`src/rtl/mem_arbiter_pkg.sv`:
```
// Shared types and defaults for the instruction/data memory arbiter.
package mem_arbiter_pkg;

    localparam int WIDTH_DEFAULT   = 32;
    localparam int TIMEOUT_DEFAULT = 64;

    typedef enum logic [1:0] {
        ST_IDLE  = 2'd0,
        ST_IBUSY = 2'd1,
        ST_DBUSY = 2'd2
    } state_e;

    typedef enum logic {
        GNT_I = 1'b0,
        GNT_D = 1'b1
    } grant_e;

endpackage

```
`src/rtl/mem_arbiter_wait_timer.sv`:
```
// Counts busy cycles without mem_ready; expired fires on the cycle the count reaches TIMEOUT.
module wait_timer
    import mem_arbiter_pkg::*;
#(
    parameter int TIMEOUT = TIMEOUT_DEFAULT
) (
    input  logic clk,
    input  logic rst,
    input  logic clear,
    input  logic enable,
    output logic expired
);

    localparam int CW = $clog2(TIMEOUT + 1);

    logic [CW-1:0] cnt_q, cnt_d;

    // Combinational so the owner can abort in the same cycle the limit is hit.
    assign expired = enable && (cnt_q == CW'(TIMEOUT - 1));

    always_comb begin
        cnt_d = cnt_q;
        if (clear || expired) begin
            cnt_d = '0;
        end else if (enable) begin
            cnt_d = cnt_q + CW'(1);
        end
    end

    always_ff @(posedge clk) begin
        if (rst) begin
            cnt_q <= '0;
        end else begin
            cnt_q <= cnt_d;
        end
    end

endmodule

```
`src/rtl/mem_arbiter.sv`:
```
// Arbitrates fetch and MEM-stage accesses onto one single-port memory with
// alternating priority, registered read data, Done pulses and a sticky timeout error.
module mem_arbiter
    import mem_arbiter_pkg::*;
#(
    parameter int WIDTH   = WIDTH_DEFAULT,
    parameter int TIMEOUT = TIMEOUT_DEFAULT
) (
    input  logic             clk,
    input  logic             rst,
    input  logic             IReq,
    input  logic [WIDTH-1:0] IAddr,
    input  logic             DReq,
    input  logic             DWe,
    input  logic [WIDTH-1:0] DAddr,
    input  logic [WIDTH-1:0] DWData,
    output logic [WIDTH-1:0] IRData,
    output logic [WIDTH-1:0] DRData,
    output logic             IDone,
    output logic             DDone,
    output logic             StallI,
    output logic             StallD,
    output logic             mem_req,
    output logic             mem_we,
    output logic [WIDTH-1:0] mem_addr,
    output logic [WIDTH-1:0] mem_wdata,
    input  logic             mem_ready,
    input  logic [WIDTH-1:0] mem_rdata,
    output logic             err
);

    state_e           state_q, state_d;
    grant_e           last_q, last_d;
    logic [WIDTH-1:0] addr_q, addr_d;
    logic [WIDTH-1:0] wdata_q, wdata_d;
    logic [WIDTH-1:0] irdata_q, irdata_d;
    logic [WIDTH-1:0] drdata_q, drdata_d;
    logic             we_q, we_d;
    logic             idone_q, idone_d;
    logic             ddone_q, ddone_d;
    logic             err_q, err_d;
    logic             busy, grant, expired;

    assign busy = (state_q != ST_IDLE);

    wait_timer #(.TIMEOUT(TIMEOUT)) u_wait_timer (
        .clk     (clk),
        .rst     (rst),
        .clear   (grant),
        .enable  (busy & ~mem_ready),
        .expired (expired)
    );

    always_comb begin
        state_d  = state_q;
        last_d   = last_q;
        addr_d   = addr_q;
        wdata_d  = wdata_q;
        we_d     = we_q;
        irdata_d = irdata_q;
        drdata_d = drdata_q;
        err_d    = err_q;
        idone_d  = 1'b0;
        ddone_d  = 1'b0;
        grant    = 1'b0;
        unique case (state_q)
            ST_IDLE: begin
                // No grant while a Done is visible, so the requester can drop or renew its Req.
                if (!idone_q && !ddone_q) begin
                    if (DReq && (!IReq || last_q == GNT_I)) begin
                        state_d = ST_DBUSY;
                        addr_d  = DAddr;
                        wdata_d = DWData;
                        we_d    = DWe;
                        last_d  = GNT_D;
                        grant   = 1'b1;
                    end else if (IReq) begin
                        state_d = ST_IBUSY;
                        addr_d  = IAddr;
                        we_d    = 1'b0;
                        last_d  = GNT_I;
                        grant   = 1'b1;
                    end
                end
            end
            ST_IBUSY: begin
                if (mem_ready) begin
                    irdata_d = mem_rdata;
                    idone_d  = 1'b1;
                    state_d  = ST_IDLE;
                end else if (expired) begin
                    err_d   = 1'b1;
                    state_d = ST_IDLE;
                end
            end
            ST_DBUSY: begin
                if (mem_ready) begin
                    if (!we_q) begin
                        drdata_d = mem_rdata;
                    end
                    ddone_d = 1'b1;
                    state_d = ST_IDLE;
                end else if (expired) begin
                    err_d   = 1'b1;
                    state_d = ST_IDLE;
                end
            end
            default: state_d = ST_IDLE;
        endcase
    end

    always_ff @(posedge clk) begin
        if (rst) begin
            state_q  <= ST_IDLE;
            last_q   <= GNT_I;
            addr_q   <= '0;
            wdata_q  <= '0;
            we_q     <= 1'b0;
            irdata_q <= '0;
            drdata_q <= '0;
            idone_q  <= 1'b0;
            ddone_q  <= 1'b0;
            err_q    <= 1'b0;
        end else begin
            state_q  <= state_d;
            last_q   <= last_d;
            addr_q   <= addr_d;
            wdata_q  <= wdata_d;
            we_q     <= we_d;
            irdata_q <= irdata_d;
            drdata_q <= drdata_d;
            idone_q  <= idone_d;
            ddone_q  <= ddone_d;
            err_q    <= err_d;
        end
    end

    assign mem_req   = busy;
    assign mem_we    = busy & we_q;
    assign mem_addr  = addr_q;
    assign mem_wdata = wdata_q;
    assign IRData    = irdata_q;
    assign DRData    = drdata_q;
    assign IDone     = idone_q;
    assign DDone     = ddone_q;
    assign err       = err_q;
    assign StallI    = IReq & ~idone_q;
    assign StallD    = DReq & ~ddone_q;

endmodule

```
`config.mk`:
```
export PLATFORM = sky130hd
export DESIGN_NAME = mem_arbiter
export DESIGN_NICKNAME = d
export VERILOG_FILES = /design/src/rtl/mem_arbiter_pkg.sv /design/src/rtl/mem_arbiter_wait_timer.sv /design/src/rtl/mem_arbiter.sv
export SDC_FILE = /design/constraint.sdc
export NUM_CORES = 1
export LEC_CHECK = 0
export BUFFER_PORTS_ARGS = -buffer_cell sky130_fd_sc_hd__clkbuf_2
export CAP_MARGIN = 15
export CORE_MARGIN = 3
export CORE_UTILIZATION = 30
export CTS_CLUSTER_DIAMETER = 200
export DETAILED_ROUTE_END_ITERATION = 10
export PLACE_DENSITY = 0.63
export SLEW_MARGIN = 20
export SYNTH_ARGS = -nofsm -noshare
export SYNTH_HDL_FRONTEND = slang
export SYNTH_SLANG_ARGS = --single-unit
```
`constraint.sdc`:
```
create_clock -name clk -period 2.8 [get_ports clk]
set_input_delay 0.14 -clock clk [delete_from_list [all_inputs] [get_ports clk]]
set_output_delay 0.14 -clock clk [all_outputs]
set_load 0.05 [all_outputs]
```
== After elaboration in Yosys (flattened, before gate mapping) ==
Index checks and enable logic that the tools add are counted.
W data, S select, Z words.
Storage, ports and cells
  bits in registers: 142
  input bits: 134
  output and inout bits: 135
  logic and storage cells: 66
Operators by class
  add/sub/neg operators: 1
  eq/ne operators: 6
  muxes and demuxes: 16
  bitwise gates (word level): 11
  reduce and logical (&&, ||, !) cells: 21
Operator list (count)
  $mux W32: 2
  $reduce_and A3 Y1: 5
  $mux W2: 5
  $mux W1: 8
  $reduce_or A2 Y1: 4
  $add A7 B1 Y7 const B: 1
  $eq A7 B6 Y1 const B: 1
  $not A1 Y1: 7
  $and A1 B1 Y1: 4
  $pmux W2 S2: 1
  $reduce_bool A2 Y1: 2
  $logic_and A1 B1 Y1: 3
  $logic_not A1 Y1: 3
  $ne A3 B1 Y1 const B: 1
  $ne A3 B3 Y1 const B: 1
  $eq A2 B1 Y1 const B: 1
  $eq A2 B2 Y1 const B: 1
  $logic_not A2 Y1: 1
  $logic_or A1 B1 Y1: 2
  $ne A2 B2 Y1 const B: 1
  $reduce_and A2 Y1: 1

== Logic depth before layout (Yosys ltp) ==
  depth after elaboration: 8
  mapped depth: 8
  mapped depth without buffers: 6

== By module ==
Synthesis repeated with hierarchy kept, for this count alone.
Second synthesis, totals
  cells, all modules: 687
  area total of the unflattened synthesis: 5615.4 µm²
By module, submodules not included
  mem_arbiter: instances 1, cells each 656, area each 5300.1 µm², sequential area each 2702.6 µm²
  wait_timer: instances 1, cells each 31, area each 315.3 µm², sequential area each 140.1 µm²

== Least setup slack after synthesis ==
OpenSTA, ideal clock, no wires.
  path kind: register to register
  start: reg ddone_q, in the netlist DDone
  end: reg addr_q[13], in the netlist mem_addr[13]
  library setup time: 0.067 ns
  arrival: 1.486 ns
  data required time: 2.733 ns
  path slack: 1.247 ns
  cell stages (with the launch flop): 7
  buffers on the path: 2
  cells stage by stage: dfxtp_1 -> nor3b_4 -> a21oi_1 -> buf_2 -> buf_2 -> nand2_1 -> o21ai_2
On the way
  cells in the longest elaborated chain, start to end: 3
Ends and longest elaborated chain
  start, declared: RTL line mem_arbiter.sv:40  | logic ddone_q, ddone_d;
  start signal, assigned: RTL line mem_arbiter.sv:133  | ddone_q <= ddone_d;
  $logic_not A1 Y1: RTL line mem_arbiter.sv:69  | if (!idone_q && !ddone_q) begin
  $logic_and A1 B1 Y1: RTL line mem_arbiter.sv:69
  $reduce_and A3 Y1 (no source line)
  end signal, assigned: RTL line mem_arbiter.sv:127  | addr_q <= addr_d;
  end, declared: RTL line mem_arbiter.sv:34  | logic [WIDTH-1:0] addr_q, addr_d;
No other way between the ends.
A chain may end at the register's enable or synchronous reset.

== Worst setup path after layout ==
  start: reg last_q
  end: reg addr_q[25], in the netlist mem_addr[25]
On the way
  cells in the longest elaborated chain, start to end: 5
Ends and longest elaborated chain
  start, declared: RTL line mem_arbiter.sv:33  | grant_e last_q, last_d;
  start signal, assigned: RTL line mem_arbiter.sv:126  | last_q <= last_d;
  $not A1 Y1 (*): RTL line mem_arbiter.sv:70  | if (DReq && (!IReq || last_q == GNT_I)) begin
  $logic_or A1 B1 Y1 (*): RTL line mem_arbiter.sv:70
  $logic_and A1 B1 Y1 (*): RTL line mem_arbiter.sv:70
  $reduce_bool A2 Y1 (no source line)
  $reduce_and A3 Y1 (no source line)
Every way passes the cells marked *; elsewhere a longest branch is shown, timed or not.

==> metrics.txt <==
Chip Width=140 um; sink of the worst hold path=mem_addr[29]$_SDFFE_PP0P_; most frequent cells in the layout=clkbuf_2 (267), nand2_1 (233), dfxtp_1 (142); type of origin of the critical path=register; routed len/inst=14.0 um; DP Wirelength=between 10000 and 15000 um; Core Box Area=17500 um2; clock latency at the later pin of the worst-skew pair=410 ps; antenna violations before repair=0; via count=~5600; DP Worst Slack=between 1000 and 1500 ps; initial drt markers=196; reg2reg path depth=5; first-pass GRT wire length=27700 um; GRT Util Overall=0.175; max_cap viols=0; Synth Cell Area=5390 um2; vias in the first global route=5541; setup tns final=0 ps; hold_sp=DAddr[29]; clock buffer depth=2; DR pass1 iterations=4; # setup viols final=0; clock root buffer=clkbuf_16; crit-path leading delay family=buffers and inverters; share of the yosys chip area belonging to registers=0.527; CP Data Arrival Time=2300 ps; remaining antenna violation count=0; worst slew pin tran=697 ps; Synth Instances=635; NumNets Final=roughly 1100; Clock Sink Count=142; flops & latches, synth=approximately 140; slowest stage delay, CP=590 ps; postcts setup bufs=0; crit path kind=reg -> reg; final worst setup slack=around 790 ps; CP startpoint=last_q$_SDFFE_PP0P_; period utilization=0.717; CTS tree=yes; die height=between 100 and 150 um; minimum clock period=2010 ps; Worst Setup End Kind=register; initial core utilization=0.309; Final Slew Violations=0; Peak supply drop=between 0.4 and 0.5 mV; Remaining DRCs=0; Routability Congestion=~0.77; vias per std cell=4.53; CTS Hold Buffers Added=115; DIE AREA=a little under 20000 um2; PostCTS Resize Cnt=0; Hold Crit Class=in -> reg; CP Max Fanout=34; power per cell area=681 nW/um2; CP required=3090 ps; PortBufs=268; Routed WL=17400 um; Hold Crit Depth=3; status=complete, no violations; area delta synth->final=59.2%; Final Hold Vio Count=0; warnings from Yosys=0; GRT overflow=0; number of antenna diodes=0; Fmax achieved=roughly 500 MHz; Reg2Reg Setup Slack=790 ps; Row Count=48; Leak=3.87 nW; clk slew on worst S/H paths=around 60 ps; IO Pins=269; Post-Syn Nets=773; CP Buf/Inv Count=2; commonest non-fill, non-tap cell in the layout=clkbuf_2; share of layout cells above drive strength 1=0.331; synthesized area per cell=8.49 um2; relative slew slack=0.535; Netlist cell types=36; H-tree depth=4; r2r endpoint=mem_addr[25]$_SDFFE_PP0P_; worst r2r src=last_q$_SDFFE_PP0P_; Cell Chain, Critical Path=a21boi_4, buf_4, mux2i_1, dlygate4sd3_1, o21ai_2; slowest CP cell=dlygate4sd3_1; CTS buffer count=17; RSZ-0062 raised after global routing=false; largest net degree at the start of global routing=63; Worst Skew=10.2 ps
[synth_stat cells]
library cell  count  area (um2)
a21boi_1          1        7.51
a21oi_1          99         495
a32o_1            1        10.0
a41oi_1           1        8.76
and2_1            4        25.0
and2b_1           1        7.51
and3_1            3        18.8
and4b_1           1        10.0
buf_1             2        7.51
buf_2            14        70.1
buf_4             3        22.5
buf_6             6        67.6
clkbuf_1         18        67.6
dfxtp_1         142        2840
ha_1              4        50.1
inv_1             3        11.3
mux2i_1          32         320
nand2_1         233         875
nand2_2           1        6.26
nand2b_1          2        12.5
nand4_1           4        25.0
nand4b_1          2        17.5
nor2_1           10        37.5
nor2_2            1        6.26
nor2b_1           2        12.5
nor3b_4           1        18.8
o21ai_0           3        15.0
o21ai_1           8        40.0
o21ai_2          22         193
o21ba_2           1        10.0
o32ai_1           2        17.5
or2_1             1        6.26
or2_2             1        6.26
or2_4             1        8.76
xnor2_1           3        26.3
xor2_1            2        17.5
[area by class of cell]
class / count / area, um2
Clock inverter: 12 / 135
Sequential cell: 142 / 2840
Multi-Input combinational cell: 447 / 2320
Clock buffer: 20 / 437
Inverter: 3 / 11.3
Timing Repair Buffer: 391 / 2550
Fill cell: 1667 / 8890
Tap cell: 225 / 282
[through the flow]
step           hold WS (ps)  total power, W  instances   util  instance area [um2]
2_1_floorplan           276         0.00321        635      -                 5390
3_3_place_gp            363         0.00354       1093  0.393                 6860
3_5_place_dp            370         0.00354       1093  0.393                 6860
4_1_cts               0.202         0.00591       1240  0.491                 8580
5_1_grt                4.54         0.00611       1240  0.491                 8580
6_report               22.3         0.00584       1240  0.491                 8580
[worst max path at each step]
stage | to | depth (start not counted)
4_1_cts | mem_addr[19]$_SDFFE_PP0P_ | 5
5_1_grt | mem_addr[25]$_SDFFE_PP0P_ | 5
6_report | mem_addr[25]$_SDFFE_PP0P_ | 5
3_3_place_gp | mem_wdata[16]$_SDFFE_PP0P_ | 7
2_1_floorplan | mem_addr[13]$_SDFFE_PP0P_ | 6
3_5_place_dp | mem_wdata[2]$_SDFFE_PP0P_ | 7
[per-layer routing]
| metal | global-route usage | wire, um | share of wire | vias to the layer above |
|---|---|---|---|---|
| met5 | 0 | 0 | 0 | - |
| met4 | 0.0806 | 598 | 0.034 | 0 |
| met3 | 0.0529 | 1270 | 0.073 | 40 |
| met2 | 0.301 | 8330 | 0.48 | 247 |
| met1 | 0.198 | 7200 | 0.41 | 2496 |
| li1 | - | - | - | 2831 |
[tightest hold or removal path, cell delays in order]
cell	delay, ps
clkbuf_2	80
mux2i_1	80
o21ai_2	110
[report_power, final]
group / leakage [nW] / switching (W) / total, W / internal, W
registers: 1.16 / 0.0000815 / 0.00225 / 0.00217
logic: 2.43 / 0.000951 / 0.00139 / 0.000437
clock network: 0.279 / 0.000882 / 0.00220 / 0.00132
total: 3.87 / 0.00192 / 0.00584 / 0.00393
[logic make-up after synthesis]
| kind of cell | count (synthesis) | synth area share |
|---|---|---|
| AO/OA/AOI/OAI | 138 | 0.148 |
| XOR/XNOR | 5 | 0.00812 |
| adder cells (fa/ha/maj) | 4 | 0.00928 |
| buffers and inverters | 46 | 0.0457 |
| flip-flops | 142 | 0.527 |
| multiplexers | 32 | 0.0594 |
| AND/OR/NAND/NOR | 268 | 0.203 |
[flip-flops by register name (all words and copies together), names as in the netlist]
register / flops
DDone: 1
DRData: 32
IDone: 1
IRData: 32
err: 1
last_q: 1
mem_addr: 32
mem_wdata: 32
state_q: 2
u_wait_timer.cnt_q: 7
we_q: 1
Note: power is estimated with default switching activity, not from simulation.
